### config.mk
export PLATFORM = sky130hd
export DESIGN_NAME = cache_line_fetch_ctrl
export DESIGN_NICKNAME = d
export VERILOG_FILES = /design/src/rtl/cache_line_fetch_ctrl_pkg.sv /design/src/rtl/cache_line_fetch_ctrl_req_watchdog.sv /design/src/rtl/cache_line_fetch_ctrl.sv
export SDC_FILE = /design/constraint.sdc
export NUM_CORES = 1
export LEC_CHECK = 0
export ABC_CLOCK_PERIOD_IN_PS = 3000
export CAP_MARGIN = 5
export CORE_MARGIN = 8
export CORE_UTILIZATION = 45
export DETAILED_ROUTE_END_ITERATION = 10
export PLACE_DENSITY = 0.91
export SLEW_MARGIN = 40
export SYNTH_ARGS = -nofsm -noshare
export SYNTH_HDL_FRONTEND = slang
export SYNTH_HIERARCHICAL = 1
export SYNTH_SLANG_ARGS = --single-unit
### constraint.sdc
create_clock -name clk -period 3 [get_ports clk]
set_input_delay 0.75 -clock clk [delete_from_list [all_inputs] [get_ports clk]]
set_output_delay 0.75 -clock clk [all_outputs]
set_load 0.02 [all_outputs]
### src/rtl/cache_line_fetch_ctrl_pkg.sv
// Shared types and constants for the cache line fetch controller.
// Ready codes follow the 4-word line memory protocol.
package cache_line_fetch_ctrl_pkg;

  localparam int unsigned ADDR_W      = 16;
  localparam int unsigned WORD_W      = 16;
  localparam int unsigned LINE_WORDS  = 4;
  localparam int unsigned LINE_W      = WORD_W * LINE_WORDS;
  localparam int unsigned STAT_W      = 16;
  localparam int unsigned TIMEOUT_DEF = 64;

  typedef logic [1:0] rdy_t;

  localparam rdy_t RDY_IDLE = 2'd2;
  localparam rdy_t RDY_BUSY = 2'd0;
  localparam rdy_t RDY_DONE = 2'd1;

  typedef enum logic [2:0] {
    ST_IDLE,
    ST_WB_WAIT,
    ST_RD_WAIT,
    ST_RESP,
    ST_ERR
  } state_t;

  // Increment that sticks at all-ones.
  function automatic logic [STAT_W-1:0] sat_inc(input logic [STAT_W-1:0] v);
    return (v == '1) ? v : v + STAT_W'(1);
  endfunction

  // Clear the word-offset bits of a word address.
  function automatic logic [ADDR_W-1:0] line_align(input logic [ADDR_W-1:0] a);
    return a & ~ADDR_W'(LINE_WORDS - 1);
  endfunction

endpackage

### src/rtl/cache_line_fetch_ctrl_req_watchdog.sv
// Request watchdog: counts cycles spent waiting on memory and flags expiry.
// clear has priority; expired holds until the next clear.
module cache_line_fetch_ctrl_req_watchdog #(
  parameter int unsigned TIMEOUT = 64
) (
  input  logic clk,
  input  logic reset_n,
  input  logic clear,
  input  logic enable,
  output logic expired
);

  localparam int unsigned CNT_W = $clog2(TIMEOUT + 1);

  logic [CNT_W-1:0] count;

  always_ff @(posedge clk) begin
    if (!reset_n || clear) begin
      count   <= '0;
      expired <= 1'b0;
    end else if (enable && !expired) begin
      count   <= count + CNT_W'(1);
      expired <= (count == CNT_W'(TIMEOUT - 1));
    end
  end

endmodule

### src/rtl/cache_line_fetch_ctrl.sv
// Cache miss handler: optional dirty-victim writeback, then line fetch and fill.
// One miss in flight; memory requests use 2-bit ready codes.
module cache_line_fetch_ctrl
  import cache_line_fetch_ctrl_pkg::*;
#(
  parameter int unsigned TIMEOUT = TIMEOUT_DEF
) (
  input  logic              clk,
  input  logic              reset_n,
  input  logic              miss_valid,
  output logic              miss_ready,
  input  logic [ADDR_W-1:0] miss_addr,
  input  logic              miss_dirty,
  input  logic [ADDR_W-1:0] victim_addr,
  input  logic [LINE_W-1:0] victim_line,
  output logic              fill_valid,
  output logic [ADDR_W-1:0] fill_addr,
  output logic [LINE_W-1:0] fill_line,
  output logic              mem_read,
  output logic [ADDR_W-1:0] mem_raddr,
  input  logic [1:0]        mem_rd_ready,
  input  logic [LINE_W-1:0] mem_rdata,
  output logic              mem_write,
  output logic [ADDR_W-1:0] mem_waddr,
  output logic [LINE_W-1:0] mem_wdata,
  input  logic [1:0]        mem_wr_ready,
  output logic              err,
  output logic [STAT_W-1:0] num_fills,
  output logic [STAT_W-1:0] num_wbacks
);

  state_t state;
  logic   seen_busy;
  logic   wr_done_c;
  logic   rd_done_c;
  logic   wd_clear;
  logic   wd_enable;
  logic   wd_expired;

  // DONE only counts once the current request has been seen BUSY.
  assign wr_done_c = (state == ST_WB_WAIT) && mem_write && seen_busy &&
                     (mem_wr_ready == RDY_DONE);
  assign rd_done_c = (state == ST_RD_WAIT) && mem_read && seen_busy &&
                     (mem_rd_ready == RDY_DONE);

  assign wd_clear  = (state == ST_IDLE) || wr_done_c;
  assign wd_enable = (state == ST_WB_WAIT) || (state == ST_RD_WAIT);

  cache_line_fetch_ctrl_req_watchdog #(
    .TIMEOUT (TIMEOUT)
  ) u_watchdog (
    .clk     (clk),
    .reset_n (reset_n),
    .clear   (wd_clear),
    .enable  (wd_enable),
    .expired (wd_expired)
  );

  always_ff @(posedge clk) begin
    if (!reset_n) begin
      state      <= ST_IDLE;
      miss_ready <= 1'b1;
      fill_valid <= 1'b0;
      fill_addr  <= '0;
      fill_line  <= '0;
      mem_read   <= 1'b0;
      mem_raddr  <= '0;
      mem_write  <= 1'b0;
      mem_waddr  <= '0;
      mem_wdata  <= '0;
      err        <= 1'b0;
      num_fills  <= '0;
      num_wbacks <= '0;
      seen_busy  <= 1'b0;
    end else begin
      fill_valid <= 1'b0;
      case (state)
        ST_IDLE: begin
          if (miss_valid && miss_ready) begin
            mem_raddr  <= line_align(miss_addr);
            mem_waddr  <= line_align(victim_addr);
            mem_wdata  <= victim_line;
            miss_ready <= 1'b0;
            state      <= miss_dirty ? ST_WB_WAIT : ST_RD_WAIT;
          end
        end
        ST_WB_WAIT: begin
          if (wd_expired) begin
            mem_write <= 1'b0;
            err       <= 1'b1;
            state     <= ST_ERR;
          end else if (wr_done_c) begin
            mem_write  <= 1'b0;
            num_wbacks <= sat_inc(num_wbacks);
            state      <= ST_RD_WAIT;
            // Read channel is already idle-sampled here, so the read can issue at once.
            if (mem_rd_ready == RDY_IDLE) begin
              mem_read  <= 1'b1;
              seen_busy <= 1'b0;
            end
          end else if (!mem_write) begin
            if (mem_wr_ready == RDY_IDLE) begin
              mem_write <= 1'b1;
              seen_busy <= 1'b0;
            end
          end else if (mem_wr_ready == RDY_BUSY) begin
            seen_busy <= 1'b1;
          end
        end
        ST_RD_WAIT: begin
          if (wd_expired) begin
            mem_read <= 1'b0;
            err      <= 1'b1;
            state    <= ST_ERR;
          end else if (rd_done_c) begin
            mem_read   <= 1'b0;
            fill_line  <= mem_rdata;
            fill_addr  <= mem_raddr;
            fill_valid <= 1'b1;
            state      <= ST_RESP;
          end else if (!mem_read) begin
            if (mem_rd_ready == RDY_IDLE) begin
              mem_read  <= 1'b1;
              seen_busy <= 1'b0;
            end
          end else if (mem_rd_ready == RDY_BUSY) begin
            seen_busy <= 1'b1;
          end
        end
        ST_RESP: begin
          num_fills  <= sat_inc(num_fills);
          miss_ready <= 1'b1;
          state      <= ST_IDLE;
        end
        ST_ERR: begin
          miss_ready <= 1'b0;
          err        <= 1'b1;
        end
        default: begin
          state <= ST_ERR;
          err   <= 1'b1;
        end
      endcase
    end
  end

endmodule

==> flow_summary.ini, run 1 <==
[power]
p_per_area_mw_per_mm2 = 552
p_sw_uw = 1850
power_frac_comb_pct = 17.1
clock_power_share_pct = 38.8
leakagePower_uw = 0.00452
p_seq_share_pct = 44.1
internal-power_uw = 5280
swShare_pct = 25.9
peakVddDrop_v = 0.000537

[floorplanning]
core-area_mm2 = 0.0180
fp.dieH_um = 152
die_area_mm2 = 0.0230
num_io_pins = 381
die_w_um = 152
initial_core_util_pct = 45.9
rows = 49

[synth]
syn_avg_cell_area_um2 = 7.99
ys_seq_elements = 219
synth_most_common_cell = nand2_1
synthTopCellsByCount = nand2_1, dfxtp_1, a21oi_1, clkbuf_1, nor2_1
async_reset_ff_share_pct = 0
synth_edf_count = 0
yosysWarningCount = 6
ys.flop_type = dfxtp_1
synthCells = 1035
syn_area_mm2 = 0.00827
ys_types = 56
synth_area_leader_cell = dfxtp_1
synth-seq-area-share_pct = 53.0
netlist.area_leader.share_pct = 53.0
yosys-top-cells-area = dfxtp_1, nand2_1, a21oi_1, clkbuf_1, nor2_1

[clock_network]
numCtsBuffers = 24
clkTransAtPathRegs_ns = 0.06
cts_setup_buffers = 0
postCtsResizedCells = 0
insertion_delay_ns = 0.51
cts_root_buf = clkbuf_16
numClockSinks = 219
clock_path_buffers = 3
cts_hold_buffers = 0
h-tree-depth = 1
cts_tree = yes

[timing]
fmax_mhz = 413
whs_ns = 0.452
finalSetupTns_ns = 0
finalCriticalPeriod_ns = 2.42
slew_violations = 0
timing.slew.headroom_pct = 50.6
final.period_utilization_pct = 80.8
fin_skew_ns = 0.00813
tightest_slew_ns = 0.739
setup_viol = 0
hold_viol = 0
rsz0062_at_grt = no

[final_layout]
diodes = 0
drive_above_1_share_pct = 4.32
syn_to_final_growth_pct = 56.4
nets = 1549
nFillCells = 1272

[worst_setup_path]
reg2reg_depth = 5
r2r-start = state[1]
cp.arrival_ns = 1.67
crit_required_ns = 2.25
path_buf_inv = 1
crit_fanout = 6
max_stage_delay_ns = 0.71
timing.rr.end = fill_line[63]
path_cells = clkdlybuf4s50_1
endpoint_kind = output pin
cp_slowest_cell = clkdlybuf4s50_1
start_kind = flip-flop
r2r_slack_ns = 0.67
setup.worst_path.class = reg2out
crit_family = buffers and inverters

[routing]
wl_per_cell_um = 17.6
vias = 8394
viasPerCell = 5.18
drc = 0
drt-total-wl_mm = 28.5
firstDrtPassIters = 5
drt.antenna.violating_nets = 0
dr.first_iter.drc_count = 376

[grt]
grt_pass1_wl_mm = 42.7
grt_max_degree = 80
grt_pass1_vias = 8303
grt_overflow_total = 0
antenna_found_initial = 0
grtUsageTotal_pct = 23.1

[job]
cap_violations = 0

[placement]
dp_hpwl_mm = 20.4
port_buffers = 370
finalWeightedCongestion = 0.846

[min_path]
min_path_cells = 2
hold_path_class = reg2reg
worstHoldStart = mem_wdata[62]
hold_end = mem_wdata[62]

[run_status]
status = finished clean
layer usage:
layer  share of wire, %  vias up  GRT usage [%]
li1                   -     4091              -
met1                 34     3902           23.8
met2                 52      333           42.1
met3                9.8       68           7.78
met4                4.2        0           9.80
met5                  0        -              0
layout make-up:
type / instances / area, um2 / area share [%]
Clock inverter: 2 / 10.0 / 0.0774
Clock buffer: 36 / 727 / 5.62
Timing Repair Buffer: 384 / 3900 / 30.1
Sequential cell: 219 / 4380 / 33.9
Multi-Input combinational cell: 742 / 3600 / 27.8
Tap cell: 229 / 287 / 2.22
Inverter: 7 / 31.3 / 0.242
layout by cell type, fill, tap and decap left out, types with 2 or more instances in the layout:
cell | netlist | routed
clkdlybuf4s50_1 | 0 | 370
nand2_1 | 361 | 361
dfxtp_1 | 219 | 219
a21oi_1 | 182 | 182
nor2_1 | 46 | 46
clkbuf_16 | 0 | 25
xnor2_1 | 17 | 17
nand4_1 | 12 | 12
nor3_1 | 10 | 10
nand3_1 | 11 | 10
o21ai_0 | 9 | 9
xor2_1 | 8 | 8
nor4_1 | 8 | 8
buf_4 | 6 | 7
buf_12 | 0 | 7
inv_1 | 6 | 6
nand2b_1 | 6 | 6
conb_1 | 1 | 6
clkbuf_8 | 0 | 6
a211oi_1 | 5 | 5
clkbuf_1 | 57 | 5
and3_1 | 5 | 4
mux2i_1 | 4 | 4
nand4b_1 | 3 | 3
nor4b_1 | 3 | 3
nor3b_1 | 3 | 3
a31oi_1 | 3 | 3
nor2b_1 | 3 | 3
o22ai_1 | 3 | 3
ha_1 | 3 | 3
or3_1 | 4 | 3
a22oi_1 | 2 | 2
nor3_4 | 1 | 2
nand3b_1 | 2 | 2
and4_1 | 2 | 2
clkinv_2 | 0 | 2
registers in the layout, indices dropped and copies added, names as in the netlist:
signal and cells:
num_wbacks 16, mem_waddr 14, mem_write 1, mem_read 1, fill_addr 14, miss_ready 1, u_watchdog/expired 1, mem_wdata 64
fill_line 64, mem_raddr 14, u_watchdog/count 7, seen_busy 1, fill_valid 1, state 3, err 1, num_fills 16
kinds of logic (layout without fill, tap and decap cells):
family / count (synthesis) / in the layout / synth area share (%)
AO/OA/AOI/OAI: 210 / 210 / 13.2
XOR/XNOR: 25 / 25 / 2.65
adder cells (fa/ha/maj): 3 / 3 / 0.454
buffers and inverters: 79 / 429 / 4.02
flip-flops: 219 / 219 / 53.0
multiplexers: 4 / 4 / 0.484
other: 1 / 6 / 0.0453
AND/OR/NAND/NOR: 494 / 494 / 26.1
metrics by stage:
stage	power, uW	instances	cell area (um2)	setup slack [ns]	util, %
2_1_floorplan	3770	1040	8290	0.864	-
3_3_place_gp	4400	1581	12200	0.323	67.7
3_5_place_dp	4430	1581	12200	0.324	67.7
4_1_cts	7200	1619	12900	0.558	71.7
5_1_grt	7420	1619	12900	0.530	71.7
6_report	7130	1619	12900	0.576	71.7
worst max path at each step:
| stage | startpoint | endpoint | cells past startpoint |
|---|---|---|---|
| finish | miss_ready | miss_ready | 1 |
| CTS | miss_ready | miss_ready | 1 |
| global route | state[0] | num_wbacks[13] | 5 |
| global placement | mem_wr_ready[1] | num_wbacks[13] | 6 |
| floorplan | mem_wr_ready[1] | num_wbacks[13] | 5 |
| detailed placement | mem_wr_ready[1] | num_wbacks[13] | 6 |
power groups by stage:
stage	Sequential [uW]	Combinational (uW)	Clock, uW
after floorplan	3350	422	0
after global placement	3200	1200	0
after detailed placement	3210	1220	0
after CTS	3140	1230	2830
after global routing	3160	1310	2940
final	3150	1220	2770
(Power assumes the default switching activity.)
==> inputs of run 2 (changes only) <==
--- a/config.mk
+++ b/config.mk
@@ -5,12 +5,12 @@
 export SDC_FILE = /design/constraint.sdc
 export NUM_CORES = 1
 export LEC_CHECK = 0
-export ABC_CLOCK_PERIOD_IN_PS = 3000
+export ABC_CLOCK_PERIOD_IN_PS = 2370
 export CAP_MARGIN = 5
 export CORE_MARGIN = 8
-export CORE_UTILIZATION = 45
+export CORE_UTILIZATION = 41
 export DETAILED_ROUTE_END_ITERATION = 10
-export PLACE_DENSITY = 0.91
+export PLACE_DENSITY = 0.85
 export SLEW_MARGIN = 40
 export SYNTH_ARGS = -nofsm -noshare
 export SYNTH_HDL_FRONTEND = slang
==> constraint.sdc (replaced) <==
create_clock -name clk -period 2.37 [get_ports clk]
set_input_delay 0.5925 -clock clk [delete_from_list [all_inputs] [get_ports clk]]
set_output_delay 0.5925 -clock clk [all_outputs]
set_load 0.02 [all_outputs]
==> run 2 against run 1 <==
  * Count of clock-buffer cells in the layout unchanged
  * Register-to-register slack got worse by 0.40 ns
  * Die area increased by 8.7%
  * Final area increased by 2.0%
  * Largest power group unchanged
  * Cell count increased by 3.8%
  * Combinational power increased by 31%
==> flow_summary.ini, run 2 (synthesis gave the netlist of run 1 again) <==
[worst_setup_path]
endpoint_kind = output pin
setup.worst_path.class = reg2out
start_kind = flip-flop
timing.rr.end = fill_line[12]
max_stage_delay_ns = 0.71
crit_fanout = 6
r2r_slack_ns = 0.27
crit_family = buffers and inverters
crit_cells = 1
reg2reg_depth = 5
cp.arrival_ns = 1.66
path_buf_inv = 1
crit_required_ns = 1.78
cp_slowest_cell = clkdlybuf4s50_1
r2r-start = state[2]
path_cells = clkdlybuf4s50_1

[routing]
drt-total-wl_mm = 28.1
drc = 0
wl_per_cell_um = 16.8
drt.antenna.violating_nets = 0
firstDrtPassIters = 5
dr.first_iter.drc_count = 485
viasPerCell = 4.99
vias = 8375

[timing]
setup_ws_ns = 0.114
hold_viol = 0
setup_viol = 0
fin_skew_ns = 0.0127
final.period_utilization_pct = 95.2
fmax_mhz = 443
slew_violations = 0
finalCriticalPeriod_ns = 2.26
rsz0062_at_grt = no
tightest_slew_ns = 0.581
timing.slew.headroom_pct = 60.9

[clock_network]
h-tree-depth = 1
cts_hold_buffers = 0
cts_root_buf = clkbuf_16
numCtsBuffers = 25
insertion_delay_ns = 0.52
clock_path_buffers = 3
cts_tree = yes
clkTransAtPathRegs_ns = 0.06
postCtsResizedCells = 0
numClockSinks = 219
cts_setup_buffers = 0

[final_layout]
layout_commonest_cell = clkdlybuf4s50_1
diodes = 0
nFillCells = 1601
seq_area_mm2 = 0.00438
layout_common_cells = clkdlybuf4s50_1, nand2_1, dfxtp_1
top_regs = fill_line: 64 flops, mem_wdata: 64 flops
syn_to_final_growth_pct = 59.5
nets = 1565
drive_above_1_share_pct = 5.74
multiInputGateArea_mm2 = 0.00360
final_core_util_pct = 65.8

[run_status]
status = finished clean

[power]
leakagePower_uw = 0.00463
p_per_area_mw_per_mm2 = 698
peakVddDrop_v = 0.000720

[grt]
grt_pass1_vias = 8269
grt_overflow_total = 0
grt_max_degree = 81
grt_pass1_wl_mm = 42.8
antenna_found_initial = 0
grtUsageTotal_pct = 21.2

[job]
cap_violations = 0

[floorplanning]
core-area_mm2 = 0.0200
num_io_pins = 381
die_w_um = 158
fp.dieH_um = 158
initial_core_util_pct = 41.3
rows = 52
die_area_mm2 = 0.0250

[placement]
port_buffers = 370
place_ws_ns = -0.0837
finalWeightedCongestion = 0.877
dp_hpwl_mm = 20.5

[min_path]
hold_end = mem_wdata[60]
hold_path_class = reg2reg
min_path_cells = 2
worstHoldStart = mem_wdata[60]
run 2: cell count changes in the layout (fill, tap and decap cells not counted):
cell	previous run	this run
buf_4	7	18
buf_12	7	11
clkinvlp_4	0	2
inv_6	1	3
clkbuf_1	5	4
clkbuf_8	6	7
clkinv_2	2	3
run 2: per-layer routing:
metal / vias up / GRT usage, % / part of all wire [%]
met1: 3845 / 23.4 / 37
met5: - / 0 / 0
li1: 4124 / - / -
met2: 321 / 36.1 / 48
met4: 0 / 9.83 / 4.9
met3: 85 / 7.51 / 9.6
run 2: worst max path at each step:
stage | from | endpoint | slack [ns]
after global routing | miss_ready | miss_ready | 0.03
after floorplan | state[0] | u_watchdog/count[5] | 0.33
final | miss_ready | miss_ready | 0.11
after global placement | mem_wr_ready[1] | num_wbacks[13] | -0.03
after detailed placement | mem_wr_ready[1] | num_wbacks[13] | -0.08
after CTS | miss_ready | miss_ready | 0.09
run 2: power by group:
part	internal (uW)	switching (uW)
sequential	3860	107
combinational	774	822
clock	2150	1500
total	6790	2420
run 2: stage by stage:
| stage | power (uW) | hold slack [ns] | instance area [um2] | cells | TNS [ns] |
|---|---|---|---|---|---|
| final | 9210 | 0.450 | 13200 | 1680 | 0 |
| after global routing | 9580 | 0.469 | 13200 | 1680 | 0 |
| after CTS | 9320 | 0.453 | 13200 | 1680 | 0 |
| after detailed placement | 5650 | 0.446 | 12400 | 1637 | -0.211 |
| after global placement | 5620 | 0.440 | 12400 | 1637 | -0.0348 |
| after floorplan | 4780 | 0.449 | 8290 | 1040 | 0 |
run 2: area by class of cell:
class / count / share of cell area [%]
Clock buffer: 36 / 5.59
Multi-Input combinational cell: 742 / 27.3
Timing Repair Buffer: 399 / 30.8
Sequential cell: 219 / 33.2
Tap cell: 270 / 2.56
Clock inverter: 7 / 0.360
Inverter: 7 / 0.237
